### src/rtl/log_drain_ctrl.sv
// ---------------------------------------------------------------------------
// log_drain_ctrl
//
// Purpose
//   Drains a BRAM-resident event log onto a 32-bit valid/ready stream. The
//   log holds NUM_LOG_ENTRIES entries of 96 bits. Each entry is stored as
//   three consecutive 32-bit words:
//     word 3k   : entry k bits [31:0]  (timestamp)
//     word 3k+1 : entry k bits [63:32] (address)
//     word 3k+2 : entry k bits [95:64] (len/id)
//   Words are read one at a time in address order. A drain starts on an
//   explicit request or automatically when the logger reports nearly-full.
//   The drain ends with a one-cycle clear pulse back to the logger.
//
// Parameters
//   NUM_LOG_ENTRIES : number of 96-bit entries (multiple of 1024, >= 1024)
//   BRAM_ADDR_BITW  : byte-address width of the BRAM port
//
// Ports
//   Clk_CI       in   clock, rising edge
//   Rst_RBI      in   asynchronous active-low reset
//   Start_SI     in   drain request, only looked at while idle
//   AutoEn_SI    in   allow automatic drain on Full_SI
//   Full_SI      in   logger nearly-full level
//   Abort_SI     in   terminate an ongoing drain
//   BramEn_SO    out  BRAM enable, one cycle per word read
//   BramAddr_DO  out  BRAM byte address (word aligned, 0 when not enabled)
//   BramWrEn_SO  out  BRAM byte write enables, tied to 0 (read-only port)
//   BramRd_DI    in   BRAM read data, valid one cycle after the address
//   OutValid_SO  out  stream valid
//   OutReady_SI  in   stream ready
//   OutData_DO   out  stream data
//   OutLast_SO   out  marks the final word of a drain
//   Clear_SO     out  one-cycle clear pulse to the logger
//   Busy_SO      out  high whenever a drain is in progress
//   Done_SO      out  one-cycle pulse when a drain completes or is aborted
// ---------------------------------------------------------------------------
module log_drain_ctrl #(
  parameter int NUM_LOG_ENTRIES = 16384,
  parameter int BRAM_ADDR_BITW  = 32
) (
  input  logic                      Clk_CI,
  input  logic                      Rst_RBI,
  input  logic                      Start_SI,
  input  logic                      AutoEn_SI,
  input  logic                      Full_SI,
  input  logic                      Abort_SI,
  output logic                      BramEn_SO,
  output logic [BRAM_ADDR_BITW-1:0] BramAddr_DO,
  output logic [3:0]                BramWrEn_SO,
  input  logic [31:0]               BramRd_DI,
  output logic                      OutValid_SO,
  input  logic                      OutReady_SI,
  output logic [31:0]               OutData_DO,
  output logic                      OutLast_SO,
  output logic                      Clear_SO,
  output logic                      Busy_SO,
  output logic                      Done_SO
);

  localparam int NUM_WORDS = 3 * NUM_LOG_ENTRIES;
  localparam int CNT_W     = $clog2(NUM_WORDS);

  localparam logic [CNT_W-1:0] LAST_CNT = CNT_W'(NUM_WORDS - 1);
  localparam logic [CNT_W-1:0] CNT_ONE  = CNT_W'(1);

  typedef enum logic [2:0] {
    S_IDLE     = 3'd0,
    S_RD_ISSUE = 3'd1,
    S_RD_WAIT  = 3'd2,
    S_SEND     = 3'd3,
    S_CLEAR    = 3'd4
  } state_t;

  state_t           r_state;
  state_t           w_state_nxt;
  logic [CNT_W-1:0] r_cnt;
  logic [CNT_W-1:0] w_cnt_nxt;
  logic [31:0]      r_data;
  logic             w_capture;
  logic             r_armed;
  logic             w_armed_nxt;
  logic             w_start_req;
  logic             w_is_last;
  logic [BRAM_ADDR_BITW-1:0] w_byte_addr;

  // Automatic start needs the re-arm flag so a Full level that is still high
  // after a drain does not immediately launch another one.
  assign w_start_req = Start_SI | (AutoEn_SI & Full_SI & r_armed);
  assign w_is_last   = (r_cnt == LAST_CNT);
  // Word index to byte address; the cast zero-extends or truncates to the
  // port width.
  assign w_byte_addr = BRAM_ADDR_BITW'({r_cnt, 2'b00});

  // ---- state, counter and re-arm registers ----
  always_ff @(posedge Clk_CI or negedge Rst_RBI) begin
    if (!Rst_RBI) begin
      r_state <= S_IDLE;
      r_cnt   <= '0;
      r_armed <= 1'b1;
    end else begin
      r_state <= w_state_nxt;
      r_cnt   <= w_cnt_nxt;
      r_armed <= w_armed_nxt;
    end
  end

  // ---- output data register: loaded once per word, held through stalls ----
  always_ff @(posedge Clk_CI or negedge Rst_RBI) begin
    if (!Rst_RBI) begin
      r_data <= '0;
    end else if (w_capture) begin
      r_data <= BramRd_DI;
    end
  end

  // ---- next-state logic ----
  always_comb begin
    w_state_nxt = r_state;
    w_cnt_nxt   = r_cnt;
    w_armed_nxt = r_armed;
    w_capture   = 1'b0;

    case (r_state)
      S_IDLE: begin
        // Full seen low while idle re-arms the automatic trigger. Abort is
        // meaningless here and is not looked at.
        if (!Full_SI) begin
          w_armed_nxt = 1'b1;
        end
        if (w_start_req) begin
          w_state_nxt = S_RD_ISSUE;
          w_cnt_nxt   = '0;
        end
      end

      S_RD_ISSUE: begin
        w_state_nxt = Abort_SI ? S_CLEAR : S_RD_WAIT;
      end

      S_RD_WAIT: begin
        if (Abort_SI) begin
          w_state_nxt = S_CLEAR;
        end else begin
          w_capture   = 1'b1;
          w_state_nxt = S_SEND;
        end
      end

      S_SEND: begin
        // Abort has priority over the handshake: the pending word is dropped.
        if (Abort_SI) begin
          w_state_nxt = S_CLEAR;
        end else if (OutReady_SI) begin
          if (w_is_last) begin
            w_state_nxt = S_CLEAR;
          end else begin
            w_cnt_nxt   = r_cnt + CNT_ONE;
            w_state_nxt = S_RD_ISSUE;
          end
        end
      end

      S_CLEAR: begin
        // Every drain, completed or aborted, disarms the automatic trigger
        // until Full has been seen low again.
        w_armed_nxt = 1'b0;
        w_state_nxt = S_IDLE;
      end

      default: begin
        w_state_nxt = S_IDLE;
      end
    endcase
  end

  // ---- outputs, decoded from state ----
  always_comb begin
    BramEn_SO   = 1'b0;
    BramAddr_DO = '0;
    OutValid_SO = 1'b0;
    OutLast_SO  = 1'b0;
    Clear_SO    = 1'b0;
    Done_SO     = 1'b0;
    Busy_SO     = (r_state != S_IDLE);

    case (r_state)
      S_RD_ISSUE: begin
        BramEn_SO   = 1'b1;
        BramAddr_DO = w_byte_addr;
      end
      S_SEND: begin
        OutValid_SO = 1'b1;
        OutLast_SO  = w_is_last;
      end
      S_CLEAR: begin
        Clear_SO = 1'b1;
        Done_SO  = 1'b1;
      end
      default: begin
      end
    endcase
  end

  assign BramWrEn_SO = 4'b0000;
  assign OutData_DO  = r_data;

endmodule

### config.mk
export PLATFORM = sky130hd
export DESIGN_NAME = log_drain_ctrl
export DESIGN_NICKNAME = d
export VERILOG_FILES = /design/src/rtl/log_drain_ctrl.sv
export SDC_FILE = /design/constraint.sdc
export NUM_CORES = 1
export LEC_CHECK = 0
export CORE_ASPECT_RATIO = 1.2
export CORE_MARGIN = 2
export CORE_UTILIZATION = 45
export CTS_BUF_LIST = sky130_fd_sc_hd__clkbuf_16
export CTS_CLUSTER_DIAMETER = 200
export DETAILED_ROUTE_END_ITERATION = 8
export GPL_TIMING_DRIVEN = 1
export MAX_ROUTING_LAYER = met4
export PLACE_DENSITY_LB_ADDON = 0.2
export SLEW_MARGIN = 20
export SYNTH_ARGS = -nofsm -noshare
export SYNTH_HDL_FRONTEND = slang
export SYNTH_SLANG_ARGS = --single-unit
### constraint.sdc
create_clock -name Clk_CI -period 2.5 [get_ports Clk_CI]
set_input_delay 0.5 -clock Clk_CI [delete_from_list [all_inputs] [get_ports Clk_CI]]
set_output_delay 0.5 -clock Clk_CI [all_outputs]
set_load 0.03 [all_outputs]
==> flow_metrics.env, run 1 <==
export IMPL_ctsHoldBuffers=0
export IMPL_first_pass_iters=4
export IMPL_layout_nets=391
export IMPL_fillerInstances=520
export IMPL_maxCapViolCount=0
export IMPL_dieArea_um2=6928
export IMPL_fin_skew_ps=4.351
export IMPL_p_per_area_nw_per_um2=1032
export IMPL_grt_pass1_wl_um=11230
export IMPL_synth_top_area_share_pct=45.19
export IMPL_synth_edff_count=0
export IMPL_yosysWarnings=0
export IMPL_async_flop_share_pct=100.0
export IMPL_fp_row_count=31
export IMPL_p_leak_nw=1.686
export IMPL_yosys_register_bits=52
export IMPL_cts_buffers=5
export IMPL_insertion_delay_ps=290
export IMPL_p_total_mw=4.058
export IMPL_io_pins=113
export IMPL_cts_tree="yes"
export IMPL_final_util_pct=64.97
export IMPL_place_hpwl_um=4937
export IMPL_ys_flop_type="dfrtp_1"
export IMPL_max_slew_margin_pct=64.08
export IMPL_final_cells=434
export IMPL_cts_htree_levels=2
export IMPL_crit_type="register to output port"
export IMPL_drtIter0Drc=95
export IMPL_antenna_cells=0
export IMPL_setup_tns_ps=0
export IMPL_port_buffers=92
export IMPL_status="completed"
export IMPL_drive_gt1_share_pct=23.01
export IMPL_initial_core_util_pct=46.67
export IMPL_path_max_fanout=11
export IMPL_finalWorstSetupSlack_ps=125.9
export IMPL_cp_data_arrival_time_ps=1870
export IMPL_dieHeight_um=90.78
export IMPL_rsz0062_at_grt="no"
export IMPL_cts_setup_buffers=0
export IMPL_hold_viol_final=0
export IMPL_drc_errors=0
export IMPL_yosysSeqAreaShare_pct=46.12
export IMPL_place_inst=426
export IMPL_period_share_pct=94.96
export IMPL_place_ws_ps=263.3
export IMPL_fmax_mhz=421.2
export IMPL_synthCells=259
export IMPL_wl_per_cell_um=15.42
export IMPL_period_minus_slack_ps=2374
export IMPL_coreArea_um2=6051
export IMPL_clkSinkCount=52
export IMPL_tightest_slew_ps=533.8
export IMPL_gp_congestion=0.8570
export IMPL_track_usage_pct=20.32
export IMPL_start_kind="register"
export IMPL_irDropWorstVdd_mv=0.4812
export IMPL_synth_cell_types=54
export IMPL_grt_ovfl_total=0
export IMPL_syn2layout_area_growth_pct=39.21
export IMPL_synthTopCellsByCount="51 x dfrtp_1, 32 x mux2_2, 24 x buf_4"
export IMPL_synth_area_leaders="dfrtp_1 45%, mux2_2 13%, buf_4 6.4%"
export IMPL_synthesis_area_um2=2824
export IMPL_num_vias=2316
export IMPL_chipWidth_um=76.32
export IMPL_grt_max_degree=46
export IMPL_finalMaxSlewViolations=0
export IMPL_antenna_found_initial=0
export IMPL_synth_top_area_cell="dfrtp_1"
export IMPL_clk_path_buf_depth=2
export IMPL_wirelength_um=6693
export IMPL_clk_pin_slew_ps=70
export IMPL_cts_resized_gates=0
export IMPL_post_synth_top_count_cell="dfrtp_1"
export IMPL_via_per_inst=5.336
export IMPL_synth_area_per_cell_um2=10.90
export IMPL_cts_root_buf="clkbuf_16"
export IMPL_cp_end_kind="output port"
export IMPL_hp_class="input pin to asynchronous set/reset pin"
export IMPL_crit_required_ps=2000
export IMPL_final_setup_viol_count=0
export IMPL_grt_pass1_vias=2211
export IMPL_drtAntennaViolNets=0
[power by group]
group / switching [mW] / total [mW] / internal [mW] / leakage [nW]
Sequential: 0.207 / 1.36 / 1.15 / 0.658
Combinational: 1.10 / 2.04 / 0.935 / 0.957
Clock: 0.295 / 0.664 / 0.369 / 0.0712
[worst paths after layout]
path / from / to / slack, ps / cells past startpoint
max in group asynchronous: Rst_RBI / r_armed$_DFFE_PN1P_ / 1900 / 2
worst max register to register: r_cnt[0]$_DFFE_PN0P_ / r_cnt[2]$_DFFE_PN0P_ / 600 / 5
worst min-delay path: Rst_RBI / OutData_DO[13]$_DFFE_PN0P_ / 50 / 1
worst max-delay path: r_state[0]$_DFFE_PN0P_ / Done_SO / 130 / 3
min in group Clk_CI: OutData_DO[4]$_DFFE_PN0P_ / OutData_DO[4]$_DFFE_PN0P_ / 500 / 1
worst min register to register: OutData_DO[4]$_DFFE_PN0P_ / OutData_DO[4]$_DFFE_PN0P_ / 500 / 1
[registers in the layout (all words and copies together), names as in the netlist]
register and flops:
r_state 3, r_armed 1, OutData_DO 32, r_cnt 16
[cell usage in the layout (no fill, tap or decap), drive strengths merged, types with 2 or more instances in the layout]
cell type       n
nand3           9
o22ai           2
a21oi          10
nor4            4
mux2           32
a2bb2oi         2
nor3            3
nor2           10
and4            6
clkdlybuf4s50  73
a41o            2
dfrtp          51
and3            6
a21o            4
clkbuf          5
nand4          11
inv             5
and2           20
o21ai           6
buf            27
o22a            2
a31oi           9
conb           20
nand2          12
[cell type report]
type	instances	area, µm²	share of cell area, %
Clock inverter	3	20.02	0.5092
Inverter	4	15.01	0.3819
Tap cell	82	102.6	2.610
Multi-Input combinational cell	188	1335	33.96
Timing Repair Buffer	100	1031	26.23
Sequential cell	52	1303	33.13
Clock buffer	5	125.1	3.183
[routing by layer]
metal / vias up / wire [µm] / GRT usage, %
met1: 1127 / 2973 / 27.19
met4: 0 / 79 / 5.303
met2: 86 / 3315 / 32.30
met3: 7 / 325 / 3.300
met5: - / 0 / -
li1: 1096 / - / -
[metrics by stage]
stage,area (µm²),hold slack [ps]
6_report,3931,54.35
3_5_place_dp,3786,362.3
5_1_grt,3931,59.58
3_3_place_gp,3786,358.9
2_1_floorplan,2895,204.4
4_1_cts,3931,54.15
[worst max-delay path: stages, from the launching register on]
cell,delay [ps]
dfrtp_1,510
nor2_1,220
and2_2,190
clkdlybuf4s50_1,670
[cell families after synthesis]
kind of cell,count (synthesis),synth area share (%)
flops,52,46.12
buf+inv,38,9.437
other cells,1,0.1328
compound gates,42,10.24
mux,33,13.11
simple gates,92,20.51
fa+ha+maj,1,0.4430
Power figures use the tool's default switching activity.
==> run 2, diff against run 1 <==
CORE_MARGIN = not set   (was 2)
==> flow_metrics.env, run 2 (synthesis gave the netlist of run 1 again) <==
export IMPL_antenna_cells=0
export IMPL_insertion_delay_ps=290
export IMPL_drc_errors=0
export IMPL_period_share_pct=94.34
export IMPL_cts_tree="yes"
export IMPL_first_pass_iters=4
export IMPL_crit_type="register to output port"
export IMPL_track_usage_pct=21.45
export IMPL_port_buffers=92
export IMPL_final_setup_viol_count=0
export IMPL_via_per_inst=5.379
export IMPL_tightest_slew_ps=656.9
export IMPL_cp_top_family="buffers and inverters"
export IMPL_drtIter0Drc=117
export IMPL_cts_setup_buffers=0
export IMPL_hold_viol_final=0
export IMPL_largest_reg_flops=32
export IMPL_cts_buffers=5
export IMPL_irDropWorstVdd_mv=0.5045
export IMPL_grt_ovfl_total=0
export IMPL_max_slew_margin_pct=56.21
export IMPL_grt_max_degree=53
export IMPL_drive_gt1_share_pct=22.79
export IMPL_p_total_mw=4.039
export IMPL_initial_core_util_pct=46.67
export IMPL_start_kind="register"
export IMPL_drtAntennaViolNets=0
export IMPL_cp_slowest_cell="clkdlybuf4s50_1"
export IMPL_antenna_found_initial=0
export IMPL_max_stage_delay_ps=600
export IMPL_wl_per_cell_um=15.23
export IMPL_layout_common_cells="71 x clkdlybuf4s50_1, 51 x dfrtp_1, 32 x mux2_2"
export IMPL_cp_end_kind="output port"
export IMPL_clk_path_buf_depth=2
export IMPL_crit_required_ps=2000
export IMPL_place_hpwl_um=4789
export IMPL_status="completed"
export IMPL_path_buf_inv=1
export IMPL_reg2reg_from="r_cnt[0]$_DFFE_PN0P_"
export IMPL_hold_ws_ps=325.2
export IMPL_rsz0062_at_grt="no"
export IMPL_grt_pass1_vias=2137
export IMPL_finalMaxSlewViolations=0
export IMPL_maxCapViolCount=0
export IMPL_cp_cell_sequence="or3_4 -> clkdlybuf4s50_1"
export IMPL_path_max_fanout=11
export IMPL_clk_pin_slew_ps=70
export IMPL_hp_class="input pin to asynchronous set/reset pin"
export IMPL_dieArea_um2=6598
export IMPL_io_pins=113
export IMPL_fp_row_count=31
export IMPL_dieHeight_um=88.78
export IMPL_syn2layout_area_growth_pct=36.91
export IMPL_critPathLaunch="r_state[0]$_DFFE_PN0P_"
export IMPL_period_minus_slack_ps=2358
export IMPL_gp_congestion=0.8369
export IMPL_cp_data_arrival_time_ps=1860
export IMPL_coreArea_um2=6051
export IMPL_fmax_mhz=424.0
export IMPL_fin_skew_ps=3.080
export IMPL_num_vias=2329
export IMPL_layout_commonest_cell="clkdlybuf4s50_1"
export IMPL_setup_tns_ps=0
export IMPL_p_per_area_nw_per_um2=1045
export IMPL_layout_nets=390
export IMPL_grt_pass1_wl_um=10410
export IMPL_wirelength_um=6594
export IMPL_cts_htree_levels=2
export IMPL_ctsHoldBuffers=0
export IMPL_chipWidth_um=74.32
export IMPL_cts_root_buf="clkbuf_16"
export IMPL_p_leak_nw=1.699
export IMPL_clkSinkCount=52
export IMPL_fillerInstances=530
[run 2: through the flow]
| stage | setup slack [ps] | utilization, % | cell area (µm²) | instances |
|---|---|---|---|---|
| floorplan | 260.2 | - | 2895 | 278 |
| global placement | 324.1 | 61.41 | 3716 | 425 |
| detailed placement | 290.6 | 61.41 | 3716 | 425 |
| CTS | 111.5 | 63.81 | 3861 | 433 |
| global route | 66.33 | 63.90 | 3866 | 433 |
| finish | 141.6 | 63.90 | 3866 | 433 |
[run 2: where the power goes]
group	total [mW]	internal, mW	switching (mW)	leakage [nW]
sequential	1.36	1.15	0.207	0.658
combinational	2.02	0.919	1.10	0.970
clock	0.664	0.369	0.295	0.0712
total	4.04	2.44	1.60	1.70
[run 2: metal layers]
metal	wire length (µm)	global-route usage (%)
met5	0	-
met3	482	3.872
met2	3222	34.21
met4	119	9.434
met1	2770	26.50
[run 2: final timing paths]
| kind | endpoint | slack [ps] | cells past startpoint |
|---|---|---|---|
| max in group asynchronous | r_cnt[14]$_DFFE_PN0P_ | 1740 | 2 |
| worst min-delay path | OutData_DO[25]$_DFFE_PN0P_ | 330 | 2 |
| worst max-delay path | Busy_SO | 140 | 2 |
| min in group Clk_CI | OutData_DO[6]$_DFFE_PN0P_ | 510 | 1 |
| worst min register to register | OutData_DO[6]$_DFFE_PN0P_ | 510 | 1 |
| worst max register to register | r_cnt[2]$_DFFE_PN0P_ | 640 | 5 |
[run 2: repair_timing]
action / CTS / global route
gates resized for setup: 0 / 2
endpoints found under the hold margin: 0 / 0
endpoints found under the setup margin: 0 / 2
[run 2: worst register-to-register path, stage by stage (launching register included)]
cell,delay [ps]
dfrtp_1,420
ha_1,250
and4_1,330
nand4_1,340
a21o_1,280
a31oi_1,160
[run 2: final cells by class]
type,instances,area [µm²],area share [%]
flip-flops and latches,52,1303,33.69
repair buffers,99,965.9,24.98
clock inverters,3,20.02,0.5178
inverters,4,15.01,0.3883
clock buffers,5,125.1,3.236
well taps,82,102.6,2.654
multi-input cells,188,1335,34.53
